===== src/rtl/alu_pkg.sv =====
// Shared definitions for the ALU issue/return sequencer.
// Provides the opcode encodings, the sequencer state encoding and a helper
// that selects the per-opcode settle latency.
package alu_pkg;

    localparam int unsigned OP_BITS = 2;

    localparam logic [OP_BITS-1:0] ALU_ADD = 2'b00;
    localparam logic [OP_BITS-1:0] ALU_SUB = 2'b01;
    localparam logic [OP_BITS-1:0] ALU_MUL = 2'b10;
    localparam logic [OP_BITS-1:0] ALU_DIV = 2'b11;

    typedef enum logic [1:0] {
        IDLE = 2'd0,
        EXEC = 2'd1,
        RESP = 2'd2
    } state_e;

    // Settle latency (cycles) the ALU needs for a given opcode.
    function automatic int unsigned op_latency(
        input logic [OP_BITS-1:0] op,
        input int unsigned        addsub_lat,
        input int unsigned        mul_lat,
        input int unsigned        div_lat
    );
        int unsigned lat;
        case (op)
            ALU_MUL: lat = mul_lat;
            ALU_DIV: lat = div_lat;
            default: lat = addsub_lat;
        endcase
        return lat;
    endfunction

endpackage : alu_pkg


===== src/rtl/alu_sequencer.sv =====
// Issue/return controller for the multicycle 8-bit ALU.
// Accepts one request at a time (req_valid/req_ready), drives registered
// operands/opcode to the ALU and holds them for the opcode's latency, then
// returns the captured result with its destination index (rsp_valid/rsp_ready).
// Divide-by-zero is answered directly with all-ones data and rsp_div0 set.
// Ports:
//   clk, reset                      clock, synchronous active-high reset
//   req_valid/req_ready             request handshake
//   req_op, req_rs, req_rt, req_rd  opcode, operands, destination index
//   alu_rs, alu_rt, alu_op          registered ALU inputs
//   alu_out                         combinational ALU result
//   rsp_valid/rsp_ready             response handshake
//   rsp_data, rsp_rd, rsp_div0      result, echoed index, div-by-zero flag
//   busy                            sequencer not idle
module alu_sequencer
    import alu_pkg::*;
#(
    parameter int unsigned DATA_BITS     = 8,
    parameter int unsigned REG_ADDR_BITS = 4,
    parameter int unsigned ADDSUB_LAT    = 1,
    parameter int unsigned MUL_LAT       = 2,
    parameter int unsigned DIV_LAT       = 4
) (
    input  logic                     clk,
    input  logic                     reset,
    input  logic                     req_valid,
    output logic                     req_ready,
    input  logic [1:0]               req_op,
    input  logic [DATA_BITS-1:0]     req_rs,
    input  logic [DATA_BITS-1:0]     req_rt,
    input  logic [REG_ADDR_BITS-1:0] req_rd,
    output logic [DATA_BITS-1:0]     alu_rs,
    output logic [DATA_BITS-1:0]     alu_rt,
    output logic [1:0]               alu_op,
    input  logic [DATA_BITS-1:0]     alu_out,
    output logic                     rsp_valid,
    input  logic                     rsp_ready,
    output logic [DATA_BITS-1:0]     rsp_data,
    output logic [REG_ADDR_BITS-1:0] rsp_rd,
    output logic                     rsp_div0,
    output logic                     busy
);

    localparam int unsigned MAX_LAT  = (ADDSUB_LAT > MUL_LAT)
                                       ? ((ADDSUB_LAT > DIV_LAT) ? ADDSUB_LAT : DIV_LAT)
                                       : ((MUL_LAT > DIV_LAT) ? MUL_LAT : DIV_LAT);
    localparam int unsigned CNT_BITS = (MAX_LAT > 1) ? $clog2(MAX_LAT) : 1;

    state_e                   state_q,    state_d;
    logic [CNT_BITS-1:0]      cnt_q,      cnt_d;
    logic [DATA_BITS-1:0]     alu_rs_q,   alu_rs_d;
    logic [DATA_BITS-1:0]     alu_rt_q,   alu_rt_d;
    logic [1:0]               alu_op_q,   alu_op_d;
    logic [DATA_BITS-1:0]     rsp_data_q, rsp_data_d;
    logic [REG_ADDR_BITS-1:0] rsp_rd_q,   rsp_rd_d;
    logic                     rsp_div0_q, rsp_div0_d;
    logic                     accept;

    // Ready in IDLE, or in RESP when the current response is being taken.
    assign req_ready = (state_q == IDLE) | ((state_q == RESP) & rsp_ready);
    assign accept    = req_valid & req_ready;

    // Next-state and datapath updates.
    always_comb begin
        state_d    = state_q;
        cnt_d      = cnt_q;
        alu_rs_d   = alu_rs_q;
        alu_rt_d   = alu_rt_q;
        alu_op_d   = alu_op_q;
        rsp_data_d = rsp_data_q;
        rsp_rd_d   = rsp_rd_q;
        rsp_div0_d = rsp_div0_q;

        case (state_q)
            IDLE: ;
            EXEC: begin
                if (cnt_q == '0) begin
                    rsp_data_d = alu_out;
                    state_d    = RESP;
                end else begin
                    cnt_d = cnt_q - CNT_BITS'(1);
                end
            end
            RESP: begin
                if (rsp_ready) begin
                    state_d = IDLE;
                end
            end
            default: state_d = IDLE;
        endcase

        // Accept only happens in IDLE or RESP, so it overrides the above.
        if (accept) begin
            alu_rs_d = req_rs;
            alu_rt_d = req_rt;
            alu_op_d = req_op;
            rsp_rd_d = req_rd;
            cnt_d    = CNT_BITS'(op_latency(req_op, ADDSUB_LAT, MUL_LAT, DIV_LAT) - 1);
            if ((req_op == ALU_DIV) && (req_rt == '0)) begin
                // Short-circuit: the ALU is never waited on.
                rsp_data_d = '1;
                rsp_div0_d = 1'b1;
                state_d    = RESP;
            end else begin
                rsp_div0_d = 1'b0;
                state_d    = EXEC;
            end
        end
    end

    // State and datapath registers.
    always_ff @(posedge clk) begin
        if (reset) begin
            state_q    <= IDLE;
            cnt_q      <= '0;
            alu_rs_q   <= '0;
            alu_rt_q   <= '0;
            alu_op_q   <= '0;
            rsp_data_q <= '0;
            rsp_rd_q   <= '0;
            rsp_div0_q <= 1'b0;
        end else begin
            state_q    <= state_d;
            cnt_q      <= cnt_d;
            alu_rs_q   <= alu_rs_d;
            alu_rt_q   <= alu_rt_d;
            alu_op_q   <= alu_op_d;
            rsp_data_q <= rsp_data_d;
            rsp_rd_q   <= rsp_rd_d;
            rsp_div0_q <= rsp_div0_d;
        end
    end

    assign alu_rs    = alu_rs_q;
    assign alu_rt    = alu_rt_q;
    assign alu_op    = alu_op_q;
    assign rsp_data  = rsp_data_q;
    assign rsp_rd    = rsp_rd_q;
    assign rsp_div0  = rsp_div0_q;
    assign rsp_valid = (state_q == RESP);
    assign busy      = (state_q != IDLE);

endmodule : alu_sequencer


===== config.mk =====
export PLATFORM = sky130hd
export DESIGN_NAME = alu_sequencer
export DESIGN_NICKNAME = d
export VERILOG_FILES = /design/src/rtl/alu_pkg.sv /design/src/rtl/alu_sequencer.sv
export SDC_FILE = /design/constraint.sdc
export NUM_CORES = 1
export LEC_CHECK = 0
export ABC_AREA = 1
export BUFFER_PORTS_ARGS = -buffer_cell sky130_fd_sc_hd__buf_2
export CAP_MARGIN = 20
export CORE_UTILIZATION = 45
export CTS_CLUSTER_DIAMETER = 30
export CTS_CLUSTER_SIZE = 24
export DETAILED_ROUTE_END_ITERATION = 12
export PLACE_DENSITY = 0.78
export SLEW_MARGIN = 20
export SYNTH_ARGS = -nofsm -noshare
export SYNTH_HDL_FRONTEND = slang
export SYNTH_SLANG_ARGS = --single-unit

===== constraint.sdc =====
create_clock -name clk -period 1.51 [get_ports clk]
set_clock_uncertainty 0.2 [all_clocks]
set_input_delay 0.151 -clock clk [delete_from_list [all_inputs] [get_ports clk]]
set_output_delay 0.151 -clock clk [all_outputs]
set_load 0.005 [all_outputs]

==> results <==
- The run finished, with violations left.
- The final reports fail on negative hold slack.
- Leaving out fill and tap cells, the most frequent cell in the layout is buf_2.
- The worst voltage drop across the vdd grid is 0.597 mV.
- The internal power is 1460 uW.
- The wire length per cell is 11.0 um.
- The tightest hold margin is -0.0210 ns.
- The chip height is 59.1 um.
- The fraction of final layout cells with drive strength greater than 1 is 33.4%.
- The final instance count without filler cells is 340.
- The combined flip-flop and latch cell area is 703 um^2.
- The number of synthesis warnings is 0.
- The maximum clock frequency is ~700 MHz.
- The critical path data arrival time is 1.48 ns.
- The number of unique standard cell types used by synthesis is 25.
- The number of antenna-violating nets in the routed design is 0.
- Once the floorplan was initialized, standard cells occupied between 40% and 50% of the core.
- The horizontal die dimension is 59.1 um.
- The first detailed-routing pass took 4 iterations.
- For this design the static power due to leakage is 0.00108 uW.
- Detailed routing inserted a total of 1,625 vias.
- The required time of the critical path is 1.57 ns.
- The proportion of synthesized chip area in sequential cells is between 40% and 50%.
- In the global route stage, overall resource usage came out at a little under a quarter.
- After detailed placement, the design holds a cell count of 301.
- The number of buffers on the longest clock path is 2.
- The total count of hold-check failures in the final report is 7.
- The number of antenna cells inserted is 0.
- The clock slew seen by the registers of the worst setup and hold paths is ~0.11 ns.
- After routing, the total negative slack on setup checks comes to 0 ns.
- The per-cell via count in the routed design is around 4.8.
- The first global-routing pass estimated 5970 um of wire.
- The die covers about 3500 um^2.
- The clock tree from TritonCTS is built.
- The number of I/O port buffers is 67.
- For this run, design rule violations remaining after detail routing come to 0.
- In this run the power spent charging and discharging nets is 642 uW.
- The type of origin of the critical path is an input port.
- Dividing total power by cell area gives a power density of 943 nW/um^2.
- The average cell area after synthesis is 7.59 um^2.
- The initialized floorplan defines 20 standard-cell rows.
- The number of setup violations in the final report is 0.
- The number of fillers in the final layout is 269.
- Counting every net in the synthesized netlist gives 227.
- In this run the worst hold path is classified as input port to flip-flop.
- For this run, the share of the core covered by cells in the final layout is between 70% and 80%.
- The count of routing violations after the opening detailed-route iteration is 45.
- The clock share of power is between 20 and 25%.
- The remaining global-route overflow is 0.
- The final routed wirelength across all metal layers is 3730 um.
- The area of the placeable core is between 3000 and 4000 um^2.
- The max capacitance violation total is 0.
- Setup repair after global routing left no endpoint under its margin.
- The number of H-tree levels is 2.
- The mapped netlist covers 1470 um^2.
- After technology mapping, the gate count stands at approximately 190.
- Of the total power, the share spent switching nets is 30.5%.
- The maximum fanout along the worst path is 9.
- Entering global routing, the biggest net connects 17 pins.
- At the end of routability-driven placement, the weighted congestion stood at 0.786.
- The slew at the pin with the worst max-slew slack is approximately 0.38 ns.
- In the layout the commonest cells are buf_2 (67), nand2_1 (65), a21oi_1 (33), dfxtp_1 (33), dlygate4sd3_1 (31).
- By startpoint and endpoint, the worst setup path is classified as input port to flip-flop.
- The clock latency on the worst-skew pair is 0.33 ns.
- The synthesized design contains 35 register bits.
- The share of the cycle needed by the critical path after routing is 94.4%.
- The number of ports placed on the die boundary is 68.
- The clock sink count is 35.
- The worst setup path is captured at a flip-flop.
- The combined area of the multi-input logic cells is 656 um^2.
- The area growth from synthesis to layout is 52.1%.
- The via count of the first global-routing pass is 1,446.
- The part of the power in registers is 50.4%.
- The final period demand of the worst path is between 1 and 1.5 ns.
- The hold buffer count at cts is 31.
- Once detailed placement completed, the half-perimeter wirelength came to 2360 um.
- In this run, CTS created clock tree buffers numbering 5.
- The worst slew margin relative to its limit is approximately three quarters.
- The number of max-slew violations in the final report is 0.
- The number of nets in the final layout is 329.
- The proportion of power drawn by combinational gates is 26.6%.
- In this run the clock root is driven by a clkbuf_4.
- The initial antenna violation count came to 0.
## through the flow
| stage | cell area, um^2 | setup WS (ns) | power, uW |
|---|---|---|---|
| 2_1_floorplan | 1470 | 0.185 | 1380 |
| 3_3_place_gp | 1850 | 0.0884 | 1560 |
| 3_5_place_dp | 1850 | 0.0442 | 1570 |
| 4_1_cts | 2220 | 0.0216 | 2100 |
| 5_1_grt | 2230 | 0.00540 | 2240 |
| 6_report | 2230 | 0.0852 | 2100 |
## synth_stat cells (all sizes together)
cell type | n | area, um^2
clkbuf | 4 | 15.0
nand2 | 69 | 269
nand3 | 5 | 55.1
nand4 | 2 | 12.5
inv | 18 | 67.6
dfxtp | 35 | 701
and3 | 1 | 6.26
a21oi | 35 | 183
o211ai | 1 | 7.51
nor4 | 1 | 12.5
nor2 | 6 | 30.0
nor3b | 1 | 12.5
or2 | 2 | 12.5
buf | 5 | 33.8
o21ai | 8 | 47.6
## area by class of cell
class / instances / area share [%]
timing repair buffer: 104 / 31.0
clock buffer: 6 / 1.85
clock inverter: 2 / 0.561
sequential: 35 / 31.6
multi-input combinational: 131 / 29.4
tap: 44 / 2.47
inverter: 18 / 3.14
## power groups by stage
stage                     Clock [uW]  Combinational, uW  Sequential (uW)
final                            484                559             1060
after CTS                        495                552             1060
after floorplan                    0                299             1080
after global routing             538                631             1070
after global placement             0                480             1080
after detailed placement           0                489             1080
## sequential cells by signal, summed over array words and instances, names as in the netlist
name and count:
rsp_data 8, alu_op 2, rsp_div0 1, alu_rt 8, cnt_q 2, rsp_rd 4, state_q 2, alu_rs 8
## logic make-up (layout without fill, tap and decap cells)
family                 Yosys count  count (layout)  share of synthesized area [%]
buffers and inverters           27             130                           7.94
AOI/OAI and AO/OA               44              44                           16.2
DFF                             35              35                           47.8
and+or+nand+nor                 87              87                           28.0
## final timing paths
kind / cells after the start / startpoint / slack, ns / endpoint
min: 4 / req_rt[5] / -0.02 / rsp_data[6]$_SDFF_PP0_
min reg2reg: 2 / rsp_rd[1]$_SDFFE_PP0N_ / 0.27 / rsp_rd[1]$_SDFFE_PP0N_
max reg2reg: 5 / state_q[1]$_SDFFE_PP0P_ / 0.15 / rsp_div0$_SDFFE_PP0N_
max: 5 / req_rt[0] / 0.09 / state_q[1]$_SDFFE_PP0P_
## worst max-delay path: stages
cell and delay (ns):
dlygate4sd3_1 0.54, buf_2 0.13, nor3b_2 0.29, nand3_4 0.19, a21oi_1 0.18
## routing by layer
layer | part of all wire (%) | GRT usage, % | wire [um]
met1 | 41 | 24.5 | 1510
met2 | 52 | 40.9 | 1940
met3 | 5.8 | 6.11 | 217
met4 | 1.5 | 9.52 | 57
met5 | 0 | 0 | 0
## what timing repair did
action | 4_1_cts | 5_1_grt
gates resized for setup | 0 | 4
buffers inserted | 0 | 0
hold endpoints to repair | 33 | 7
endpoints found under the setup margin | 0 | 22
Note: power is estimated with default switching activity, not from simulation.
